==> config.mk <==
export PLATFORM = sky130hd
export DESIGN_NAME = uart_tx_arbiter
export DESIGN_NICKNAME = d
export VERILOG_FILES = /design/src/rtl/uart_tx_arbiter.sv
export SDC_FILE = /design/constraint.sdc
export NUM_CORES = 1
export LEC_CHECK = 0
export CAP_MARGIN = 20
export CORE_UTILIZATION = 52
export DETAILED_ROUTE_END_ITERATION = 8
export PLACE_DENSITY = 0.84
export RECOVER_POWER = 25
export SETUP_SLACK_MARGIN = 0.3
export SYNTH_ARGS = -nofsm -noshare
export SYNTH_HDL_FRONTEND = slang
export SYNTH_SLANG_ARGS = --single-unit
==> constraint.sdc <==
create_clock -name Clock -period 3.4 [get_ports Clock]
set_input_delay 0.85 -clock Clock [delete_from_list [all_inputs] [get_ports Clock]]
set_output_delay 0.85 -clock Clock [all_outputs]
set_load 0.005 [all_outputs]
==> src/rtl/uart_tx_arbiter.sv <==
// rtl/uart_tx_arbiter.sv - message-granular round-robin arbiter feeding a single UART transmit handshake
module uart_tx_arbiter #(
    parameter int NumReq      = 2,
    parameter int IdleTimeout = 1024
) (
    input  logic                  Clock,
    input  logic                  Reset,
    input  logic [8*NumReq-1:0]   ReqData,
    input  logic [NumReq-1:0]     ReqValid,
    input  logic [NumReq-1:0]     ReqLast,
    output logic [NumReq-1:0]     ReqReady,
    output logic [7:0]            DataIn,
    output logic                  DataInValid,
    input  logic                  DataInReady,
    output logic [NumReq-1:0]     Grant,
    output logic                  Busy
);

    // Index width covers 2..4 requesters.
    localparam int IdxW = (NumReq > 2) ? 2 : 1;

    typedef enum logic {
        ST_IDLE   = 1'b0,
        ST_LOCKED = 1'b1
    } state_e;

    state_e            state_q, state_d;
    logic [IdxW-1:0]   owner_q, owner_d;
    logic [IdxW-1:0]   last_q, last_d;
    logic [15:0]       cnt_q, cnt_d;
    logic [7:0]        data_q, data_d;
    logic              valid_q, valid_d;

    logic              locked;
    logic              win_found;
    logic [IdxW-1:0]   win_idx;
    logic              own_valid;
    logic              own_last;
    logic [7:0]        own_data;
    logic              out_free;
    logic              accept;
    logic              timeout_hit;
    logic              release_lock;

    assign locked = (state_q == ST_LOCKED);

    // Owner's request lines, selected by the registered owner index.
    always_comb begin
        own_valid = ReqValid[owner_q];
        own_last  = ReqLast[owner_q];
        own_data  = ReqData[{owner_q, 3'b000} +: 8];
    end

    // Handshake, timeout and release conditions; the output slot is free when empty or draining now.
    always_comb begin
        out_free     = !valid_q || DataInReady;
        accept       = locked && own_valid && out_free;
        timeout_hit  = (IdleTimeout != 0) && locked && !own_valid
                       && (cnt_q == 16'(IdleTimeout - 1));
        release_lock = (accept && own_last) || timeout_hit;
    end

    // Round-robin search starting just after the most recently served index.
    always_comb begin : p_round_robin
        int cand;
        cand      = 0;
        win_found = 1'b0;
        win_idx   = '0;
        for (int k = 1; k <= NumReq; k++) begin
            cand = int'(last_q) + k;
            if (cand >= NumReq) begin
                cand = cand - NumReq;
            end
            if (!win_found && ReqValid[cand]) begin
                win_found = 1'b1;
                win_idx   = IdxW'(cand);
            end
        end
    end

    // FSM state register together with owner, round-robin pointer and idle counter.
    always_ff @(posedge Clock or posedge Reset) begin
        if (Reset) begin
            state_q <= ST_IDLE;
            owner_q <= '0;
            last_q  <= IdxW'(NumReq - 1);
            cnt_q   <= '0;
        end else begin
            state_q <= state_d;
            owner_q <= owner_d;
            last_q  <= last_d;
            cnt_q   <= cnt_d;
        end
    end

    // FSM next state: lock the arbitration winner, release on last byte or idle timeout.
    always_comb begin
        state_d = state_q;
        owner_d = owner_q;
        last_d  = last_q;
        cnt_d   = cnt_q;
        case (state_q)
            ST_IDLE: begin
                cnt_d = '0;
                if (win_found) begin
                    state_d = ST_LOCKED;
                    owner_d = win_idx;
                end
            end
            ST_LOCKED: begin
                if (release_lock) begin
                    state_d = ST_IDLE;
                    last_d  = owner_q;
                    cnt_d   = '0;
                end else if (own_valid || (IdleTimeout == 0)) begin
                    cnt_d = '0;
                end else if (cnt_q != 16'hffff) begin
                    cnt_d = cnt_q + 16'd1;
                end
            end
            default: begin
                state_d = ST_IDLE;
                cnt_d   = '0;
            end
        endcase
    end

    // FSM outputs: only the owner sees ready, and only while the output slot can take a byte.
    always_comb begin
        ReqReady = '0;
        Grant    = '0;
        if (locked) begin
            Grant[owner_q]    = 1'b1;
            ReqReady[owner_q] = own_valid && out_free;
        end
        Busy = locked || valid_q;
    end

    // One-entry output register: load on accept, otherwise empty after the UART takes the byte.
    always_comb begin
        data_d  = data_q;
        valid_d = valid_q;
        if (accept) begin
            data_d  = own_data;
            valid_d = 1'b1;
        end else if (DataInReady) begin
            valid_d = 1'b0;
        end
    end

    // Output register storage; a reset discards any byte still waiting for the UART.
    always_ff @(posedge Clock or posedge Reset) begin
        if (Reset) begin
            data_q  <= 8'h00;
            valid_q <= 1'b0;
        end else begin
            data_q  <= data_d;
            valid_q <= valid_d;
        end
    end

    assign DataIn      = data_q;
    assign DataInValid = valid_q;

endmodule

==> Yosys cells after proc, flatten, opt, wreduce, memory -nomap -nowiden <==
Cells that the tools add are included.
{ "classes": {"n_addsub": 5, "magnitude_cmp": 6, "n_eq_ne": 3, "shift": 1, "muxes": 29, "n_bitwise": 2, "reduce_logical": 17} }
{ "ops": {"columns": ["op", "count"], "rows": [
  ["32-bit by 3-bit < comparator with 1-bit output (second input constant)", 2],
  ["32-bit 2-to-1 mux", 2],
  ["16-bit 2-to-1 mux", 3],
  ["16-bit one-hot mux with 2 select lines", 1],
  ["1-bit 2-to-1 mux", 19],
  ["16-bit by 1-bit adder with 16-bit output (second input constant)", 1],
  ["16-bit by 10-bit equality test with 1-bit output (second input constant)", 1],
  ["16-bit != test (second input constant)", 1],
  ["16-bit by 5-bit variable part select with 8-bit output", 1],
  ["1-bit logical AND", 8],
  ["2-bit 2-to-1 mux", 2],
  ["4-bit by 1-bit != test with 1-bit output (second input constant)", 1],
  ["2-bit AND reduction", 2],
  ["3-bit by 2-bit subtractor with 4-bit output (second input constant)", 1],
  ["1-bit by 2-bit adder with 3-bit output (second input constant)", 1],
  ["3-bit by 2-bit >= comparator with 1-bit output (second input constant)", 1],
  ["1-bit zero test", 3],
  ["1-bit logical OR", 3],
  ["2-bit by 2-bit subtractor with 3-bit output (second input constant)", 1],
  ["1-bit by 1-bit adder with 2-bit output (second input constant)", 1],
  ["2-bit bitwise AND", 1],
  ["2-bit >= comparator (second input constant)", 1],
  ["1-bit by 2-bit < comparator with 1-bit output (second input constant)", 1],
  ["1-bit one-hot mux with 2 select lines", 1],
  ["other kinds (4)", 4]
]} }
{ "word_totals": {"reg_bits": 28, "inputBits": 23, "output_inout_bits": 14, "wordCells": 69} }

==> Depth between registers and ports, before layout <==
{ "logic_depth": {"ltp_word": 12, "ltp_mapped": 6, "depth_no_buf": 5} }

==> Worst setup path before layout <==
OpenSTA, ideal clock, no wires.
{ "synth_timing": {"kind": "in2out", "startpoint": "input ReqValid[1]", "endpoint": "output ReqReady[0]", "t_arrival_ns": 1.668, "setup_slack_ns": 0.882, "cell_stages": 4, "path_buffers": 1, "cell_sequence": "mux2_2 nand3_1 clkbuf_1 nor2_1"} }
{ "synth_between": {"elab_chain_len": 5} }
{ "synth_rtl": {"columns": ["item", "line", "source"], "rows": [
  ["start: declaration", "9", "input logic [NumReq-1:0] ReqValid,"],
  ["1-bit 2-to-1 mux (not written as such) (2 in series)", "49", "own_valid = ReqValid[owner_q];"],
  ["1-bit logical AND", "134", "ReqReady[owner_q] = own_valid && out_free;"],
  ["2-bit bitwise AND (no line)", null, null],
  ["2-bit 2-to-1 mux", "132", "if (locked) begin"],
  ["end: declaration", "11", "output logic [NumReq-1:0] ReqReady,"]
]} }
No other way between the ends. The select of a mux whose other input is x is not followed.

==> Final worst setup path <==
{ "layout_timing": {"startpoint": "input DataInReady", "endpoint": "output ReqReady[1]"} }
{ "layout_between": {"elab_chain_len": 4} }
{ "layout_rtl": {"columns": ["item", "line", "source"], "rows": [
  ["start: declaration", "14", "input logic DataInReady,"],
  ["1-bit logical OR", "56", "out_free = !valid_q || DataInReady;"],
  ["1-bit logical AND", "134", null],
  ["2-bit bitwise AND (no line)", null, null],
  ["2-bit 2-to-1 mux", "132", null]
]} }
No other way between the ends.

==> flow_summary.yaml <==
placement:
  dp_cells: 213
  place_ws_ns: 0.209
  place.gp.congestion: 0.891
  portBuffers: 36
  hpwl_mm: 2.34
  post_dp_cell_area_sq_um: 1830
worst_setup_path:
  cp_common_cell: "clkdlybuf4s50_1"
  worstPathMaxFanout: 3
  slowest_stage: "clkdlybuf4s50_1"
  crit_chain: "clkdlybuf4s50_1 > nand2b_1 > nand3_2 > nor2_1 > clkdlybuf4s50_1"
  cp.depth: 5
  worstPathRequired_ns: 2.55
  regToRegSetupSlack_ns: 1.23
  start_kind: "input port"
  critPathKind: "in -> out"
  cp_top_family: "buffers and inverters"
  critPathBufInv: 2
  reg2regPathDepth: 5
  worstPathArrival_ns: 2.19
  critical-path-max-stage-delay_ns: 0.51
  crit_path_end_kind: "primary output"
clock_network:
  clk_latency_ns: 0.33
  cts-root-buf: "clkbuf_4"
  cts_tree: "done"
  cts_made_buffers: 3
  cts.sinks: 28
  cts_setup_buffers: 0
  clk_path_buf_depth: 2
  clk_pin_slew_ns: 0.14
  htreeDepth: 1
floorplan:
  io_pins: 37
  die-area_sq_um: 2960
  initial_core_util: 0.562
  row_count: 18
  die_x_microns: 54.4
  placeableCoreArea_sq_um: 2540
  die_y_microns: 54.4
global_routing:
  overflow: 0
  grt_pass1_wl_mm: 4.87
  grt_antenna_before_repair: 0
  first_global_vias: 1133
  grt_usage: 0.231
  grt_max_degree: 29
yosys:
  syn_avg_cell_area_sq_um: 9.60
  yosysWarningCount: 0
  synth_area_sq_um: 1430
  ys_seq_area_frac: 0.491
  synth_cell_type_count: 29
  syn-instance-count: 149
  syn_nets: 173
  ys_seq_elements: 28
timing:
  relSlewSlack: 0.0315
  post-route-min-period_ns: 3.04
  hold_violations: 0
  finClkSkew_ns: 0.00696
  rsz0062_at_grt: "false"
  final-setup-viol-count: 0
  hold_slack_ns: 0.502
  max_freq_mhz: 329
  tightest_slew_ns: 1.45
  finalCritPeriodShare: 0.895
  setup-tns-final_ns: 0
  maxSlewViolCount: 0
  fin_ws_ns: 0.358
layout:
  final_cell_count_no_fill: 217
  final_cell_area_sq_um: 1870
  post-route-util: 0.734
  drive_above_1_share: 0.0695
  num-nets-final: 212
  regArea_sq_um: 702
  multi_input_area_sq_um: 687
  antenna_cells: 0
  synthToLayoutAreaGrowth_pct: 30.6
  fillCellCount: 189
detailed_routing:
  drc: 0
  viasPerCell: 5.45
  vias: 1182
  wl_per_cell_microns: 14.1
  wl_mm: 3.06
  firstDrtPassIters: 4
  drt-initial-drc-count: 33
  ant_nets: 0
hold_path:
  hold_path_class: "reg -> reg"
  hold_depth: 2
power_and_ir_drop:
  vdd.ir_drop.worst_uv: 477
  powerDensity_nw_per_um2: 593
  power.total_mw: 1.11
  p_leak_nw: 0.800
outcome:
  status: "finished clean"
run:
  cap_violations: 0
[worst paths after layout]
check	endpoint	from
max	ReqReady[1]	DataInReady
min	DataIn[7]	DataIn[7]
max reg2reg	cnt_q[6]	cnt_q[0]
min reg2reg	DataIn[7]	DataIn[7]
max in group asynchronous	DataIn[6]	Reset
min in group asynchronous	cnt_q[3]	Reset
[Yosys cell counts (all sizes together)]
master	n	area (sq um)
xnor2	13	114
buf	3	16.3
dfstp	1	26.3
nand2	16	60.1
ha	1	12.5
nand3	8	40.0
nor2	12	45.0
inv	7	26.3
nand4bb	1	11.3
a32o	1	10.0
o21ai	24	124
mux2i	11	110
nand4	5	31.3
a21oi	1	5.00
or2	1	6.26
nor3	5	25.0
or4	2	18.8
clkbuf	2	7.51
and2	1	6.26
dfrtp	27	676
nor4	3	18.8
nand2b	1	6.26
mux2	3	33.8
[worst register-to-register path, cell delays in order (launching register included)]
cell,delay (ns)
dfrtp_1,0.43
ha_1,0.21
nand3_1,0.28
or4_4,0.65
nand2_1,0.30
o21ai_0,0.16
[power by group]
| group | switching [mW] | internal, mW |
|---|---|---|
| clock | 0.0958 | 0.0656 |
| sequential | 0.0535 | 0.416 |
| combinational | 0.213 | 0.264 |
| total | 0.363 | 0.746 |
[layer usage]
metal | vias up | track usage | routed length [microns]
met3 | 4 | 0.0250 | 82
li1 | 594 | - | -
met5 | - | 0 | 0
met4 | 0 | 0.0812 | 32
met2 | 23 | 0.427 | 1590
met1 | 561 | 0.275 | 1350
[flip-flops by register name (all words and copies together) (netlist names)]
register	flops
cnt_q	16
DataIn	8
DataInValid	1
last_q	1
locked	1
owner_q	1
[what timing repair did]
item,4_1_cts,5_1_grt
resized for setup,3,2
hold buffers,0,0
setup endpoints to repair,2,2
pin swaps,0,1
[cell families after synthesis]
| family | Yosys count | share of synthesized area |
|---|---|---|
| AO/OA/AOI/OAI | 26 | 0.0971 |
| XOR/XNOR | 13 | 0.0796 |
| adder cells (fa/ha/maj) | 1 | 0.00875 |
| buffers and inverters | 12 | 0.0350 |
| flip-flops | 28 | 0.491 |
| multiplexers | 14 | 0.101 |
| AND/OR/NAND/NOR | 55 | 0.188 |
[layout by cell type (no fill, tap or decap), drive strengths merged]
master | synthesis | layout
or2 | 1 | 1
nand3 | 8 | 8
inv | 7 | 7
xnor2 | 13 | 13
nand4 | 5 | 5
nand2b | 1 | 1
dlygate4sd3 | 0 | 1
mux2 | 3 | 3
dfstp | 1 | 1
dlymetal6s2s | 0 | 1
or4 | 2 | 2
a21oi | 1 | 1
a32o | 1 | 1
nand2 | 16 | 16
mux2i | 11 | 11
o21ai | 24 | 24
nor2 | 12 | 12
nor3 | 5 | 5
ha | 1 | 1
nand4bb | 1 | 1
clkdlybuf4s50 | 0 | 32
and2 | 1 | 1
buf | 3 | 2
dfrtp | 27 | 27
nor4 | 3 | 3
clkbuf | 2 | 5
dlygate4sd2 | 0 | 2
[final cells by class]
| type | count | area share |
|---|---|---|
| clock buffer | 4 | 0.0194 |
| inverter | 7 | 0.0141 |
| multi-input combinational | 109 | 0.368 |
| sequential | 28 | 0.376 |
| tap | 30 | 0.0201 |
| timing repair buffer | 39 | 0.203 |
Note: power is estimated with default switching activity, not from simulation.
